==> src/rtl/dmem_access_ctrl.sv <==
// D-cache access sequencer for the instruction leaving ID/EX: issues lookups, stalls EX/MEM
// on a miss, waits for the refill (or a timeout) and replays the lookup.
module dmem_access_ctrl #(
  parameter int unsigned HART_ID_W = 2,
  parameter int unsigned TIMEOUT   = 255,
  parameter int unsigned TMR_W     = 8,
  parameter int unsigned CNT_W     = 16
) (
  input  logic                 clk,
  input  logic                 reset,
  input  logic                 access_mem,
  input  logic [HART_ID_W-1:0] id_hart_id,
  input  logic                 flush,
  input  logic                 dc_hit,
  input  logic                 dc_fill_done,
  output logic                 dc_req,
  output logic [HART_ID_W-1:0] dc_hart_id,
  output logic                 ex_stall,
  output logic                 miss_busy,
  output logic [HART_ID_W-1:0] miss_hart_id,
  output logic                 timeout_err,
  output logic [CNT_W-1:0]     miss_cnt
);

  typedef enum logic [1:0] {StIdle, StLookup, StMiss, StRetry} state_e;

  localparam logic [TMR_W-1:0] TimerLast = TMR_W'(TIMEOUT - 1);
  localparam logic [CNT_W-1:0] CntMax    = {CNT_W{1'b1}};

  state_e                 state_q, state_d;
  logic [HART_ID_W-1:0]   req_hart_q, req_hart_d;
  logic [HART_ID_W-1:0]   miss_hart_id_q, miss_hart_id_d;
  logic                   miss_busy_q, miss_busy_d;
  logic [TMR_W-1:0]       timer_q, timer_d;
  logic                   abort_q, abort_d;
  logic [CNT_W-1:0]       miss_cnt_q, miss_cnt_d;
  logic                   timeout_err_q, timeout_err_d;

  always_comb begin
    state_d        = state_q;
    req_hart_d     = req_hart_q;
    miss_hart_id_d = miss_hart_id_q;
    miss_busy_d    = miss_busy_q;
    timer_d        = timer_q;
    abort_d        = abort_q;
    miss_cnt_d     = miss_cnt_q;
    timeout_err_d  = 1'b0;
    dc_req         = 1'b0;
    dc_hart_id     = '0;
    ex_stall       = 1'b0;

    unique case (state_q)
      StIdle: begin
        if (access_mem && !flush) begin
          dc_req     = 1'b1;
          dc_hart_id = id_hart_id;
          req_hart_d = id_hart_id;
          state_d    = StLookup;
        end
      end
      StLookup: begin
        if (flush) begin
          state_d = StIdle;
        end else if (dc_hit) begin
          if (access_mem) begin
            dc_req     = 1'b1;
            dc_hart_id = id_hart_id;
            req_hart_d = id_hart_id;
          end else begin
            state_d = StIdle;
          end
        end else begin
          ex_stall       = 1'b1;
          miss_busy_d    = 1'b1;
          miss_hart_id_d = req_hart_q;
          timer_d        = '0;
          state_d        = StMiss;
          if (miss_cnt_q != CntMax) begin
            miss_cnt_d = miss_cnt_q + CNT_W'(1);
          end
        end
      end
      StMiss: begin
        ex_stall = 1'b1;
        timer_d  = timer_q + TMR_W'(1);
        if (flush) begin
          abort_d = 1'b1;
        end
        // A fill wins over a coincident timeout; a flush in the fill cycle still aborts.
        if (dc_fill_done) begin
          abort_d = 1'b0;
          if (abort_q || flush) begin
            miss_busy_d = 1'b0;
            state_d     = StIdle;
          end else begin
            state_d = StRetry;
          end
        end else if (timer_q == TimerLast) begin
          timeout_err_d = 1'b1;
          miss_busy_d   = 1'b0;
          abort_d       = 1'b0;
          state_d       = StIdle;
        end
      end
      StRetry: begin
        ex_stall    = 1'b1;
        dc_req      = 1'b1;
        dc_hart_id  = req_hart_q;
        miss_busy_d = 1'b0;
        state_d     = StLookup;
      end
      default: state_d = StIdle;
    endcase
  end

  always_ff @(posedge clk or posedge reset) begin
    if (reset) begin
      state_q        <= StIdle;
      req_hart_q     <= '0;
      miss_hart_id_q <= '0;
      miss_busy_q    <= 1'b0;
      timer_q        <= '0;
      abort_q        <= 1'b0;
      miss_cnt_q     <= '0;
      timeout_err_q  <= 1'b0;
    end else begin
      state_q        <= state_d;
      req_hart_q     <= req_hart_d;
      miss_hart_id_q <= miss_hart_id_d;
      miss_busy_q    <= miss_busy_d;
      timer_q        <= timer_d;
      abort_q        <= abort_d;
      miss_cnt_q     <= miss_cnt_d;
      timeout_err_q  <= timeout_err_d;
    end
  end

  assign miss_busy    = miss_busy_q;
  assign miss_hart_id = miss_hart_id_q;
  assign timeout_err  = timeout_err_q;
  assign miss_cnt     = miss_cnt_q;

endmodule

==> config.mk <==
export PLATFORM = sky130hd
export DESIGN_NAME = dmem_access_ctrl
export DESIGN_NICKNAME = d
export VERILOG_FILES = /design/src/rtl/dmem_access_ctrl.sv
export SDC_FILE = /design/constraint.sdc
export NUM_CORES = 1
export LEC_CHECK = 0
export CORE_ASPECT_RATIO = 1.5
export CORE_MARGIN = 4
export CORE_UTILIZATION = 45
export DETAILED_ROUTE_END_ITERATION = 12
export GPL_TIMING_DRIVEN = 1
export PLACE_DENSITY_LB_ADDON = 0.2
export SYNTH_ARGS = -nofsm -noshare
export SYNTH_HDL_FRONTEND = slang
export SYNTH_SLANG_ARGS = --single-unit
==> constraint.sdc <==
create_clock -name clk -period 2.5 [get_ports clk]
set_input_delay 0.625 -clock clk [delete_from_list [all_inputs] [get_ports clk]]
set_output_delay 0.625 -clock clk [all_outputs]
set_load 0.03 [all_outputs]
==> metrics.csv <==
stage,metric,value,unit
synthesis,synth_edf_count,0,
route,first_pass_iters,4,
setup_path,end_kind,output pin,
sta,clock_skew,0.00770,ns
outcome,status,"finished, final reports clean",
setup_path,path_max_fanout,4,
route,drt_iter0_drc,67,
grt,antenna_found_initial,0,
power_and_ir_drop,power_frac_comb,38.7,%
synthesis,avgSynthCellArea,10.0,sq um
power_and_ir_drop,vdd_ir_drop_max,0.000686,V
sta,clock.fmax,412,MHz
die,core,3750,sq um
clock_network,cts-root-buf,clkbuf_8,
grt,grt_pass1_vias,1528,
synthesis,ys_ff_latch,33,
clock_network,htree_levels,2,
placement,dp_slack,-0.0876,ns
setup_path,worstSetupPathType,in -> out,
setup_path,crit_path_start_kind,primary input,
clock_network,cts_setup_buffers,0,
die,die_y,84.9,microns
route,ant_nets,0,
placement,dp_hpwl,3.07,mm
setup_path,slowest_stage,clkdlybuf4s50_1,
clock_network,cts_hold_buffers,0,
synthesis,yosysWarnings,0,
sta,period_needed,2.43,ns
setup_path,required,1.88,ns
finish,layout_common_cells,"33 x dfrtp_1, 26 x clkdlybuf4s50_1, 18 x nor2_1",
route,drc,0,
finish,area_delta_synth_final,31.7,%
route,detail_route.vias_per_cell,5.63,
die,ioPinCount,32,
synthesis,syn_inst,177,
sta,report.final.slew_viol_count,0,
die,die_w,59.3,microns
route,num_vias,1492,
synthesis,syn-num-nets,192,
die,die_area,5030,sq um
synthesis,seq_area_frac_synth,46.5,%
clock_network,insertion_delay,0.29,ns
setup_path,crit_buf_inv,3,
power_and_ir_drop,internal-power,1.31,mW
sta,tightest_slew,0.503,ns
die,initial_core_util,47.3,%
grt,gr-total-overflow,0,
finish,nets,236,
setup_path,path_cells,"clkdlybuf4s50_1, buf_4, a21oi_4, nor2_4, a22oi_1, nor2_1, buf_4",
synthesis,synth_top_flop_cell,dfrtp_1,
clock_network,cts_buffers,5,
setup_path,crit_top_cell,buf_4,
sta,hold_viol,0,
placement,place_inst,257,
sta,whs,0.479,ns
clock_network,clk_pin_slew,0.06,ns
min_path,min_path_type,reg -> reg,
setup_path,cp_slowest_stage_delay,0.42,ns
synthesis,async_reset_ff_share,100,%
power_and_ir_drop,clkPwrFrac,25.4,%
finish,final_layout_size_suffix_gt1_share,14.4,%
power_and_ir_drop,sw_frac_of_total,37.2,%
sta,setup_viol,0,
clock_network,clk_path_buf_depth,2,
power_and_ir_drop,p_leak,1.06,nW
job,max_cap_viol_count,0,
synthesis,syn-cell-area,1770,sq um
placement,port_buffers,31,
grt,grt_pass1_wl,6.94,mm
sta,setup_ws,0.0725,ns
sta,slew_headroom,66.0,%
power_and_ir_drop,p_sw,0.777,mW
setup_path,arrival,1.80,ns
grt,grt_usage,17.8,%
sta,fin_setup_tns,0,ns
finish,insertedDiodeCount,0,
clock_network,cts_tree,built,
grt,grt_max_degree,34,
clock_network,cts_sinks,33,
setup_path,crit_family,buffers and inverters,
finish,final_cells,265,
power_and_ir_drop,pwr-share-seq,35.8,%
placement,gp_congestion,0.847,
route,routedWlPerCell,15.3,microns
finish,mostFrequentLayoutCell,dfrtp_1,
synthesis,yosysUniqueCellTypes,35,
route,routed_wl,4.06,mm
power_and_ir_drop,p_per_area,892,nW/um^2
die,rows,27,
sta,finalCritPeriodShare,97.1,%
==> area by class of cell <==
type	count	area, sq um
fill	305	1410
multi-input combinational	135	945
sequential	33	826
timing repair buffer	40	370
clock buffer	6	82.6
tap	43	53.8
clock inverter	2	37.5
inverter	6	22.5
==> power groups by stage <==
| stage | combinational (mW) | clock [mW] | sequential (mW) |
|---|---|---|---|
| 5_1_grt | 0.873 | 0.568 | 0.765 |
| 3_3_place_gp | 0.747 | 0 | 0.746 |
| 2_1_floorplan | 0.374 | 0 | 0.856 |
| 6_report | 0.808 | 0.531 | 0.747 |
| 4_1_cts | 0.783 | 0.545 | 0.746 |
| 3_5_place_dp | 0.774 | 0 | 0.756 |
==> metal layers <==
layer | track usage, % | part of all wire, %
met5 | 0 | 0
met4 | 8.25 | 2.1
met3 | 4.11 | 5.0
met2 | 32.1 | 54
met1 | 18.6 | 39
==> timing repair <==
item                                    CTS  global route
pin swaps                                 1             2
endpoints found under the setup margin    3             3
endpoints found under the hold margin     0             0
cloned                                    0             0
resized for setup                         1             6
==> metrics by stage <==
step                      area [sq um]  power (mW)  utilization [%]
after global placement            2180        1.49             58.2
after global routing              2340        2.21             62.3
after floorplan                   1770        1.23                -
final                             2340        2.09             62.3
after CTS                         2310        2.07             61.5
after detailed placement          2180        1.53             58.2
==> worst reg2reg max path, stage by stage (launching register included) <==
cell and delay [ns]:
dfrtp_1 0.40, inv_1 0.11, ha_1 0.19, or3b_1 0.41, or3_1 0.40, buf_4 0.17, nor4b_4 0.28, xor2_1 0.17
==> cells by family after synthesis <==
family                   share of synthesized area [%]
AND/OR/NAND/NOR                                   25.8
flip-flops                                        46.5
AO/OA/AOI/OAI                                     7.69
XOR/XNOR                                          9.38
buffers and inverters                             1.97
adder cells (fa/ha/maj)                           4.94
multiplexers                                      3.67
==> cell usage after synthesis, types with 3 or more instances <==
master	count	area, sq um
dfrtp_1	33	826
xnor2_1	5	43.8
ha_1	7	87.6
nand2_1	17	63.8
nor4_2	3	37.5
nor3_1	9	45.0
mux2_1	4	45.0
nand4_1	5	31.3
o21ai_0	4	20.0
nor2_1	19	71.3
a21oi_1	6	30.0
xor2_1	14	123
inv_1	6	22.5
nand2b_1	5	31.3
o21ai_1	3	15.0
nand3_1	9	45.0
==> registers in the layout (all words and copies together), names as in the netlist <==
register / count
miss_cnt: 16
timer_q: 8
req_hart_q: 2
abort_q: 1
miss_busy: 1
timeout_err: 1
state_q: 2
miss_hart_id: 2
==> path summary, 6_finish.rpt <==
check	cells after the start	slack, ns	to	startpoint
setup / recovery	7	0.07	dc_hart_id[0]	dc_hit
hold / removal	2	0.48	miss_hart_id[0]$_DFFE_PP0P_	miss_hart_id[0]$_DFFE_PP0P_
setup reg to reg	7	0.27	miss_cnt[13]$_DFFE_PP0P_	state_q[1]$_DFFE_PP0P_
hold reg to reg	2	0.48	miss_hart_id[0]$_DFFE_PP0P_	miss_hart_id[0]$_DFFE_PP0P_
max in group asynchronous	3	1.47	miss_cnt[13]$_DFFE_PP0P_	reset
min in group asynchronous	3	0.73	timer_q[3]$_DFFE_PP0P_	reset
Power figures use the tool's default switching activity.
